File: src/rtl/uart_cmd_ctrl_if.sv
// Purpose : bundles the byte-receive strobe and the register-access / status
//           outputs of uart_cmd_ctrl into one port.
// Ports   : rx_byte/rx_en in; wr_en/wr_addr/wr_data, rd_req/rd_addr,
//           frame_err/err_cnt/busy out (slave = controller side).
interface uart_cmd_ctrl_if;
    logic [7:0] rx_byte;
    logic       rx_en;
    logic       wr_en;
    logic [7:0] wr_addr;
    logic [7:0] wr_data;
    logic       rd_req;
    logic [7:0] rd_addr;
    logic       frame_err;
    logic [7:0] err_cnt;
    logic       busy;

    // Controller side.
    modport slave (
        input  rx_byte, rx_en,
        output wr_en, wr_addr, wr_data, rd_req, rd_addr, frame_err, err_cnt, busy
    );

    // UART receiver / register-file side.
    modport master (
        output rx_byte, rx_en,
        input  wr_en, wr_addr, wr_data, rd_req, rd_addr, frame_err, err_cnt, busy
    );
endinterface

File: src/rtl/uart_cmd_ctrl.sv
// Purpose : parses SOF,CMD,ADDR,[DATA],CHK byte frames into register write/read strobes.
// Latency : strobe (wr_en/rd_req/frame_err) is high the cycle after the CHK byte is sampled.
// Backpr. : none; every rx_en byte is consumed, back-to-back frames accepted with zero bubble.
// Ports   : clk, rst (sync, active-high), bus (uart_cmd_ctrl_if.slave).
module uart_cmd_ctrl #(
    parameter logic [7:0]  SOF     = 8'hA5,
    parameter int unsigned TIMEOUT = 64
) (
    input  logic             clk,
    input  logic             rst,
    uart_cmd_ctrl_if.slave   bus
);

    typedef enum logic [2:0] {
        S_IDLE,
        S_CMD,
        S_ADDR,
        S_DATA,
        S_CHK
    } state_t;

    localparam logic [7:0]  CMD_WR  = 8'h01;
    localparam logic [7:0]  CMD_RD  = 8'h02;
    // Value of the idle counter on the last quiet cycle allowed before timeout.
    localparam logic [15:0] TO_LAST = 16'(TIMEOUT - 1);

    state_t      state_q, state_d;
    logic [15:0] idle_q, idle_d;
    logic        is_wr_q, is_wr_d;
    logic [7:0]  addr_q, addr_d;
    logic [7:0]  data_q, data_d;
    logic [7:0]  chk_q, chk_d;          // running XOR of CMD/ADDR/DATA
    logic        wr_en_q, wr_en_d;
    logic [7:0]  wr_addr_q, wr_addr_d;
    logic [7:0]  wr_data_q, wr_data_d;
    logic        rd_req_q, rd_req_d;
    logic [7:0]  rd_addr_q, rd_addr_d;
    logic        frame_err_q, frame_err_d;
    logic [7:0]  err_cnt_q, err_cnt_d;
    logic        busy_q, busy_d;

    always_comb begin
        state_d     = state_q;
        idle_d      = idle_q;
        is_wr_d     = is_wr_q;
        addr_d      = addr_q;
        data_d      = data_q;
        chk_d       = chk_q;
        wr_en_d     = 1'b0;
        wr_addr_d   = wr_addr_q;
        wr_data_d   = wr_data_q;
        rd_req_d    = 1'b0;
        rd_addr_d   = rd_addr_q;
        frame_err_d = 1'b0;
        err_cnt_d   = err_cnt_q;

        if (bus.rx_en) begin
            // A received byte always wins over a timeout firing in the same cycle.
            idle_d = '0;
            unique case (state_q)
                S_IDLE: begin
                    if (bus.rx_byte == SOF) begin
                        state_d = S_CMD;
                    end
                end
                S_CMD: begin
                    if (bus.rx_byte == CMD_WR || bus.rx_byte == CMD_RD) begin
                        is_wr_d = (bus.rx_byte == CMD_WR);
                        chk_d   = bus.rx_byte;
                        state_d = S_ADDR;
                    end else begin
                        frame_err_d = 1'b1;
                        state_d     = S_IDLE;
                    end
                end
                S_ADDR: begin
                    addr_d  = bus.rx_byte;
                    chk_d   = chk_q ^ bus.rx_byte;
                    state_d = is_wr_q ? S_DATA : S_CHK;
                end
                S_DATA: begin
                    data_d  = bus.rx_byte;
                    chk_d   = chk_q ^ bus.rx_byte;
                    state_d = S_CHK;
                end
                S_CHK: begin
                    if (bus.rx_byte == chk_q) begin
                        if (is_wr_q) begin
                            wr_en_d   = 1'b1;
                            wr_addr_d = addr_q;
                            wr_data_d = data_q;
                        end else begin
                            rd_req_d  = 1'b1;
                            rd_addr_d = addr_q;
                        end
                    end else begin
                        frame_err_d = 1'b1;
                    end
                    state_d = S_IDLE;
                end
                default: state_d = S_IDLE;
            endcase
        end else if (state_q != S_IDLE) begin
            if (idle_q == TO_LAST) begin
                frame_err_d = 1'b1;
                state_d     = S_IDLE;
                idle_d      = '0;
            end else begin
                idle_d = idle_q + 16'd1;
            end
        end

        if (frame_err_d && err_cnt_q != 8'hFF) begin
            err_cnt_d = err_cnt_q + 8'd1;
        end

        busy_d = (state_d != S_IDLE);
    end

    always_ff @(posedge clk) begin
        if (rst) begin
            state_q     <= S_IDLE;
            idle_q      <= '0;
            is_wr_q     <= 1'b0;
            addr_q      <= '0;
            data_q      <= '0;
            chk_q       <= '0;
            wr_en_q     <= 1'b0;
            wr_addr_q   <= '0;
            wr_data_q   <= '0;
            rd_req_q    <= 1'b0;
            rd_addr_q   <= '0;
            frame_err_q <= 1'b0;
            err_cnt_q   <= '0;
            busy_q      <= 1'b0;
        end else begin
            state_q     <= state_d;
            idle_q      <= idle_d;
            is_wr_q     <= is_wr_d;
            addr_q      <= addr_d;
            data_q      <= data_d;
            chk_q       <= chk_d;
            wr_en_q     <= wr_en_d;
            wr_addr_q   <= wr_addr_d;
            wr_data_q   <= wr_data_d;
            rd_req_q    <= rd_req_d;
            rd_addr_q   <= rd_addr_d;
            frame_err_q <= frame_err_d;
            err_cnt_q   <= err_cnt_d;
            busy_q      <= busy_d;
        end
    end

    assign bus.wr_en     = wr_en_q;
    assign bus.wr_addr   = wr_addr_q;
    assign bus.wr_data   = wr_data_q;
    assign bus.rd_req    = rd_req_q;
    assign bus.rd_addr   = rd_addr_q;
    assign bus.frame_err = frame_err_q;
    assign bus.err_cnt   = err_cnt_q;
    assign bus.busy      = busy_q;

endmodule

File: src/flat_wrapper.sv
// flat-port wrapper written by rule: the top's interface ports become plain ports
module uart_cmd_ctrl_flat 
#(
    parameter logic [7:0]  SOF     = 8'hA5,
    parameter int unsigned TIMEOUT = 64
)
  (clk, rst, bus_rx_byte, bus_rx_en, bus_wr_en, bus_wr_addr, bus_wr_data, bus_rd_req, bus_rd_addr, bus_frame_err, bus_err_cnt, bus_busy);
  uart_cmd_ctrl_if bus_i ();
  input  logic clk;
  input  logic rst;
  input wire logic [$bits(bus_i.rx_byte)-1:0] bus_rx_byte;
  input wire logic [$bits(bus_i.rx_en)-1:0] bus_rx_en;
  output wire logic [$bits(bus_i.wr_en)-1:0] bus_wr_en;
  output wire logic [$bits(bus_i.wr_addr)-1:0] bus_wr_addr;
  output wire logic [$bits(bus_i.wr_data)-1:0] bus_wr_data;
  output wire logic [$bits(bus_i.rd_req)-1:0] bus_rd_req;
  output wire logic [$bits(bus_i.rd_addr)-1:0] bus_rd_addr;
  output wire logic [$bits(bus_i.frame_err)-1:0] bus_frame_err;
  output wire logic [$bits(bus_i.err_cnt)-1:0] bus_err_cnt;
  output wire logic [$bits(bus_i.busy)-1:0] bus_busy;
  assign bus_i.rx_byte = bus_rx_byte;
  assign bus_i.rx_en = bus_rx_en;
  assign bus_wr_en = bus_i.wr_en;
  assign bus_wr_addr = bus_i.wr_addr;
  assign bus_wr_data = bus_i.wr_data;
  assign bus_rd_req = bus_i.rd_req;
  assign bus_rd_addr = bus_i.rd_addr;
  assign bus_frame_err = bus_i.frame_err;
  assign bus_err_cnt = bus_i.err_cnt;
  assign bus_busy = bus_i.busy;
  uart_cmd_ctrl #(.SOF(SOF), .TIMEOUT(TIMEOUT)) u_core (.clk(clk), .rst(rst), .bus(bus_i));
endmodule
File: config.mk
export PLATFORM = sky130hd
export DESIGN_NAME = uart_cmd_ctrl_flat
export DESIGN_NICKNAME = d
export VERILOG_FILES = /design/src/rtl/uart_cmd_ctrl_if.sv /design/src/rtl/uart_cmd_ctrl.sv /design/src/flat_wrapper.sv
export SDC_FILE = /design/constraint.sdc
export NUM_CORES = 1
export LEC_CHECK = 0
export CAP_MARGIN = 20
export CORE_MARGIN = 3
export CORE_UTILIZATION = 43
export CTS_CLUSTER_DIAMETER = 100
export DETAILED_ROUTE_END_ITERATION = 7
export MAX_ROUTING_LAYER = met4
export PLACE_DENSITY = 0.74
export SYNTH_ARGS = -nofsm -noshare
export SYNTH_HDL_FRONTEND = slang
export SYNTH_SLANG_ARGS = --single-unit
File: constraint.sdc
create_clock -name clk -period 2.4 [get_ports clk]
set_input_delay 0.48 -clock clk [delete_from_list [all_inputs] [get_ports clk]]
set_output_delay 0.48 -clock clk [all_outputs]
set_load 0.03 [all_outputs]
---- Word-level counts from Yosys, hierarchy flattened ----
Cells that the tools add are included.
Widths: inputs -> output; s select.
operators by class
  reductions and logical operators ........ 15
  bitwise operators ....................... 5
  eq/ne operators ......................... 11
  add/subtract/negate cells ............... 2
  muxes and demuxes ....................... 18
operators by type and width
  operator               count
  $add 16x1->16 const B  1
  $eq 16x6->1 const B    1
  $mux 16                1
  $pmux 8 s2             1
  $mux 3                 5
  $pmux 3 s4             1
  $add 8x1->8 const B    1
  $eq 8x1->1 const B     1
  $eq 8x2->1 const B     1
  $eq 8x8->1             1
  $eq 8x8->1 const B     1
  $mux 8                 1
  $ne 8x8->1 const B     1
  $reduce_and 4->1       2
  $xor 8x8->8            1
  $mux 1                 7
  $eq 3x2->1 const B     2
  $reduce_and 3->1       2
  $reduce_bool 3->1      2
  $not 1->1              4
  $reduce_and 2->1       2
  $reduce_or 2->1        2
  $reduce_or 4->1        1
  $eq 3x1->1 const B     1
  8 further kinds        8
storage, ports and cells
  input port bits ......................... 11
  register bits after elaboration ......... 80
  word-level logic and storage cells ...... 65
  output and inout bits ................... 36

---- Logic depth before layout (Yosys ltp) ----
Gate-level depths: netlist (run 1).
  word-level depth ........................ 6
  depth in mapped cells ................... 9
  gate-level depth less buffers ........... 6

---- Least setup slack after synthesis (run 1) ----
OpenSTA, ideal clock, no wires.
  path type ............................... input port to flip-flop
  start ................................... input bus_rx_byte[2]
  end ..................................... register u_core.err_cnt_q[0], in the netlist u_core.bus.err_cnt[0]
  data required time ...................... 2279 ps
  arrival ................................. 1953 ps
  path slack .............................. 325 ps
  stages on the path ...................... 8
  setup time .............................. 121 ps
  buffers on the path ..................... 2
  cells stage by stage .................... clkbuf_1 xor2_1 nor4_2 nand2_1 a31oi_1 buf_4 nor2_2 mux2_4
between the ends
  longest elaborated chain between the ends .. 6
RTL lines
  item                                      RTL line              source
  start, declared                           flat_wrapper.sv:11    input wire logic [$bits(bus_i.rx_byte)-1:0] bus_rx_byte;
  $eq 8x1->1 or $eq 8x2->1 (tied branches)  uart_cmd_ctrl.sv:67   if (bus.rx_byte == CMD_WR || bus.rx_byte == CMD_RD) begin
  $logic_or 1x1->1                          uart_cmd_ctrl.sv:67
  $mux 1                                    uart_cmd_ctrl.sv:67
  $pmux 1 s2 *                              uart_cmd_ctrl.sv:60   unique case (state_q)
  $mux 1 *                                  uart_cmd_ctrl.sv:57   if (bus.rx_en) begin
  $logic_and 1x1->1 *                       uart_cmd_ctrl.sv:113  if (frame_err_d && err_cnt_q != 8'hFF) begin
  end signal, assigned                      uart_cmd_ctrl.sv:149  err_cnt_q <= err_cnt_d;
  end, declared                             uart_cmd_ctrl.sv:39   logic [7:0] err_cnt_q, err_cnt_d;
Every way passes the cells marked *; elsewhere a longest branch is shown, timed or not.
A chain may end at the register's enable or synchronous reset.

---- Final worst setup path (run 1) ----
  start ................................... input bus_rx_byte[0]
  end ..................................... register u_core.err_cnt_q[0], in the netlist u_core.bus.err_cnt[0]
The elaborated chain is that of the path after synthesis.

==> impl_metrics.tcl, run 1 <==
set metrics [dict create \
    drc 0 \
    cts_root_buf "clkbuf_8" \
    r2r_start "u_core.state_q[0]" \
    coreArea_um2 7848 \
    path_cells "clkdlybuf4s50_1 -> xor2_1 -> nor4_2 -> nand2_1 -> a31oi_1 -> buf_4 -> nor2_2 -> mux2_4" \
    max-vdd-ir-drop_mv 0.3770 \
    final.setup.worst_slack_ps 248.2 \
    timing.rr.end "u_core.bus.err_cnt[3]" \
    slew_violations 0 \
    cts_resized 0 \
    critPathKind "in2reg" \
    synth-seq-cells 80 \
    ctsHoldBuffers 0 \
    drive_gt1_frac 0.1231 \
    io_buffers 46 \
    cts_num_sinks 80 \
    drt_iter0_markers 171 \
    finalWirelength_um 7507 \
    grt_max_degree 36 \
    fill_cells 728 \
    fin_skew_ps 15.94 \
    cp_num_buf_inv 2 \
    fin_crit_ps 2152 \
    fin_crit_sh 0.8966 \
    setup_violations 0 \
    mostFrequentLayoutCells "dfxtp_1, nor2_1, clkdlybuf4s50_1, nand2_1, mux2i_1" \
    final_common_cell "dfxtp_1" \
    synth-edff-count 0 \
    cts_buffers 9 \
    start_kind "input port" \
    ys_seq_area_frac 0.4547 \
    post_cts_buffers 0 \
    max-slew-margin-rel 0.6164 \
    synth-async-reset-ratio 0 \
    ys.flop_type "dfxtp_1" \
    p_leak_nw 1.706 \
    tightest_slew_ps 575.4 \
    rsz0062_at_grt "false" \
    hold-path-cell-count 2 \
    hold_violations 0 \
    clock_path_buffers 2 \
    pin_count 47 \
    postSynthAreaPerCell_um2 8.894 \
    via_count 2955 \
    syn_inst 396 \
    multiInputGateArea_um2 1795 \
    r2r_setup_slack_ps 310 \
    path_depth 8 \
    cp.arrival_ps 2390 \
    gr-total-overflow 0 \
    die_area_um2 9313 \
    netlist_area_um2 3522 \
    die_h_um 96.51 \
    ant_nets 0 \
    hpwlAfterDp_um 5422 \
    crit_slowest_cell "clkdlybuf4s50_1" \
    finalNetCount 463 \
    slowest_delay_ps 500 \
    regArea_um2 1602 \
    grt_pass1_wl_um 12680 \
    path_clk_slew_ps 90 \
    holdCritPathClass "reg2reg" \
    antenna_found_initial 0 \
    grt_pass1_vias 2796 \
    dp_slack_ps -117.6 \
    crit_start "bus_rx_byte[0]" \
    crit_path_end "u_core.bus.err_cnt[0]" \
    htreeDepth 3 \
    start_util 0.4488 \
    antenna_cells 0 \
    cts_tree "done" \
    required_ps 2640 \
    row_count 32 \
    yosys.area.top_type "dfxtp_1" \
    power_density_nw_per_um2 589.4 \
    synth_top_area_frac 0.4547 \
    post_drt_via_cell_ratio 5.305 \
    place.gp.congestion 0.8498 \
    synth_cell_type_count 46 \
    netlist_top_cells_area "dfxtp_1, mux2i_1, nor2_1" \
    worstRegToRegCells 8 \
    synth_nets 409 \
    worstSetupEndpointType "flip-flop" \
    ys_warn_count 0 \
    crit_family "buffers and inverters" \
    area_growth_pct 24.76 \
    clock.fmax_mhz 464.7 \
    path_max_fanout 6 \
    die_w_um 96.51 \
    outcome "finished clean" \
    wl_per_cell_um 13.48 \
    drt_first_pass_iters 4 \
    grtUsageTotal 0.1757 \
    drv_cap 0 \
    final_core_util 0.5599 \
    clock_latency_ps 350 \
]
[synth_stat cells (4+ instances only)]
master	n
nand2b_1	6
a22oi_1	9
buf_2	6
xor2_1	19
o21ai_0	24
mux2_4	4
nand3_1	8
nand2_1	38
clkbuf_1	13
nor3_1	7
and3_1	10
nor2_1	66
nand4_1	6
mux2i_1	34
or3_1	7
a21oi_1	16
dfxtp_1	80
nor2b_1	6
[tightest hold or removal path: cells and delay by family (launching register included)]
kind	cells	cell delay, ps
AND/OR/NAND/NOR	1	50
flip-flops	1	320
AO/OA/AOI/OAI	1	50
[final cells by class]
class,count,area share
clock buffer,9,0.02819
clock inverter,7,0.02477
inverter,1,0.0008542
multi-input combinational,290,0.4086
sequential,80,0.3645
tap,102,0.02904
timing repair buffer,68,0.1441
[cell families after synthesis]
family,synth area share
AND/OR/NAND/NOR,0.2441
flip-flops,0.4547
AO/OA/AOI/OAI,0.09272
multiplexers,0.1137
buffers and inverters,0.03552
XOR/XNOR,0.05222
adder cells (fa/ha/maj),0.007104
[through the flow]
stage	instance area [µm²]	hold WS, ps	power [W]	cells	setup TNS (ps)
2_1_floorplan	3522	435.7	0.001431	396	0
3_3_place_gp	4161	445.3	0.001482	541	-345.3
3_5_place_dp	4161	445.8	0.001483	541	-952.9
4_1_cts	4394	458.4	0.002622	557	0
5_1_grt	4394	477.6	0.002671	557	0
6_report	4394	456.0	0.002590	557	0
[layer usage]
layer	up-vias	routed length [µm]	GRT usage
li1	1464	-	-
met1	1421	3515	0.2226
met2	60	3630	0.2833
met3	10	287	0.04028
met4	0	74	0.04673
met5	-	0	-
[sequential cells by signal, indices dropped and copies added (netlist names), 3 cells and up]
signal              cells
u_core.bus.wr_addr      8
u_core.bus.rd_addr      8
u_core.addr_q           8
u_core.bus.wr_data      8
u_core.bus.err_cnt      8
u_core.idle_q          16
u_core.chk_q            8
u_core.state_q          3
u_core.data_q           8
[report_power, final]
group	internal [W]	switching, W	leakage (nW)
Sequential	0.00133	0.00000419	0.644
Combinational	0.0000492	0.0000702	0.944
Clock	0.000609	0.000528	0.118
[worst min path at each step]
stage,startpoint,endpoint,slack [ps]
3_3_place_gp,u_core.data_q[0],u_core.data_q[0],450
6_report,u_core.data_q[0],u_core.data_q[0],460
2_1_floorplan,u_core.data_q[0],u_core.data_q[0],440
3_5_place_dp,u_core.data_q[0],u_core.data_q[0],450
4_1_cts,u_core.data_q[0],u_core.data_q[0],460
5_1_grt,u_core.data_q[0],u_core.data_q[0],480
Note: power is estimated with default switching activity, not from simulation.
==> inputs of run 2 (changes only) <==
CORE_MARGIN = unset   (was 3)
==> run 2 against run 1 <==
Via count shrank 2.7%; critical path depth is the same; cell count shrank 0.18%; clock power shrank 21%; flip-flop and latch count is the same; clock-buffer cell count is the same; sequential share of layout area grew 0.53 points; critical path type unchanged; fmax shrank 0.26%; die area shrank 8.1%; first-iteration DRC count grew 26%; clock skew shrank 1.5 ps.
==> impl_metrics.tcl, run 2 (synthesis results as in run 1) <==
set metrics [dict create \
    outcome "finished clean" \
    antenna_cells 0 \
    die_h_um 92.51 \
    pin_count 47 \
    drive_gt1_frac 0.1211 \
    hold-path-endpoint "u_core.data_q[0]" \
    grtUsageTotal 0.1886 \
    ctsHoldBuffers 0 \
    gr-total-overflow 0 \
    clock.fmax_mhz 463.5 \
    largest_reg_flops 16 \
    largest_register "u_core.idle_q" \
    row_count 32 \
    place_area_um2 4154 \
    post_cts_buffers 0 \
    regArea_um2 1602 \
    hold_violations 0 \
    drc 0 \
    die_area_um2 8557 \
    finalNetCount 462 \
    io_buffers 46 \
    rsz0062_at_grt "false" \
    slew_violations 0 \
    clock_latency_ps 360 \
    worstSetupEndpointType "flip-flop" \
    grt_max_degree 28 \
    hold-path-cell-count 2 \
    fin_skew_ps 14.44 \
    grt_pass1_vias 2722 \
    cts_buffers 9 \
    holdCritPathClass "reg2reg" \
    drt_first_pass_iters 4 \
    multiInputGateArea_um2 1795 \
    timing.rr.end "u_core.bus.err_cnt[3]" \
    drv_cap 0 \
    hpwlAfterDp_um 5168 \
    cts_tree "done" \
    finish.instance_area_um2 4332 \
    cts_num_sinks 80 \
    coreArea_um2 7807 \
    antenna_found_initial 0 \
    p_leak_nw 1.664 \
    finalPower_w 0.002357 \
    r2r_setup_slack_ps 330 \
    wl_per_cell_um 13.11 \
    finalWirelength_um 7291 \
    power_density_nw_per_um2 544.1 \
    start_kind "input port" \
    ant_nets 0 \
    setup_violations 0 \
    required_ps 2650 \
    htreeDepth 3 \
    start_util 0.4511 \
    drt_iter0_markers 216 \
    post_drt_via_cell_ratio 5.171 \
    worstRegToRegCells 8 \
    final_common_cell "dfxtp_1" \
    r2r_start "u_core.state_q[0]" \
    fill_cells 700 \
    tightest_slew_ps 593.4 \
    cts_resized 0 \
    grt_pass1_wl_um 12580 \
    fin_crit_sh 0.8989 \
    critPathKind "in2reg" \
    cp.arrival_ps 2410 \
    place.gp.congestion 0.8591 \
    max-vdd-ir-drop_mv 0.2844 \
    area_growth_pct 22.98 \
    max-slew-margin-rel 0.6044 \
    clock_path_buffers 2 \
    via_count 2875 \
    path_max_fanout 6 \
    mostFrequentLayoutCells "dfxtp_1, nor2_1, clkdlybuf4s50_1, nand2_1, mux2i_1" \
    die_w_um 92.51 \
    cts_root_buf "clkbuf_8" \
    path_clk_slew_ps 90 \
    hp-start "u_core.data_q[0]" \
    fin_crit_ps 2157 \
]
==> run 2: changes by cell type in the layout (fill, tap and decap cells not counted) <==
cell	delta
clkinvlp_4	+3
bufinv_16	-2
inv_8	-2
buf_4	-1
clkinv_2	+1
==> run 2: through the flow <==
step	worst slack (ps)	hold slack, ps	util	std cells	setup TNS (ps)
floorplan	325.4	435.7	-	396	0
global placement	-87.28	449.3	0.5321	540	-691.5
detailed placement	-146.5	450.6	0.5321	540	-1393
CTS	244.5	466.8	0.5548	556	0
global route	81.23	483.0	0.5548	556	0
finish	242.7	464.3	0.5548	556	0
==> run 2: where the power goes <==
part,switching (W),internal (W)
combinational,0.0000693,0.0000491
sequential,0.00000408,0.00133
clock,0.000523,0.000382
==> run 2: cell type report <==
cell class                      instances  area share
Multi-Input combinational cell        290      0.4145
Sequential cell                        80      0.3697
Timing Repair Buffer                   67      0.1444
Tap cell                              102     0.02946
Clock buffer                            9     0.02860
Clock inverter                          7     0.01242
Inverter                                1   0.0008666
==> run 2: worst max path at each step <==
stage / start / end / slack [ps] / cells past startpoint
2_1_floorplan: bus_rx_byte[2] / u_core.bus.err_cnt[0] / 330 / 8
3_3_place_gp: bus_rx_byte[0] / u_core.bus.err_cnt[2] / -90 / 8
3_5_place_dp: bus_rx_byte[0] / u_core.bus.err_cnt[0] / -150 / 8
4_1_cts: bus_rx_byte[0] / u_core.bus.err_cnt[0] / 240 / 8
5_1_grt: bus_rx_byte[0] / u_core.bus.err_cnt[6] / 80 / 9
6_report: bus_rx_byte[0] / u_core.bus.err_cnt[0] / 240 / 8
==> run 2: per-layer routing <==
layer  vias to the layer above  part of all wire  GRT usage
met1                      1348              0.49     0.2440
li1                       1457                 -          -
met3                        10             0.041    0.04844
met5                         -                 0          -
met2                        60              0.45     0.2870
met4                         0             0.014    0.06250
==> run 2: worst max-delay path, stage by stage <==
cell and delay, ps:
clkdlybuf4s50_1 530, xor2_1 220, nor4_2 340, nand2_1 110, a31oi_1 180, buf_4 190, nor2_2 60, mux2_4 290
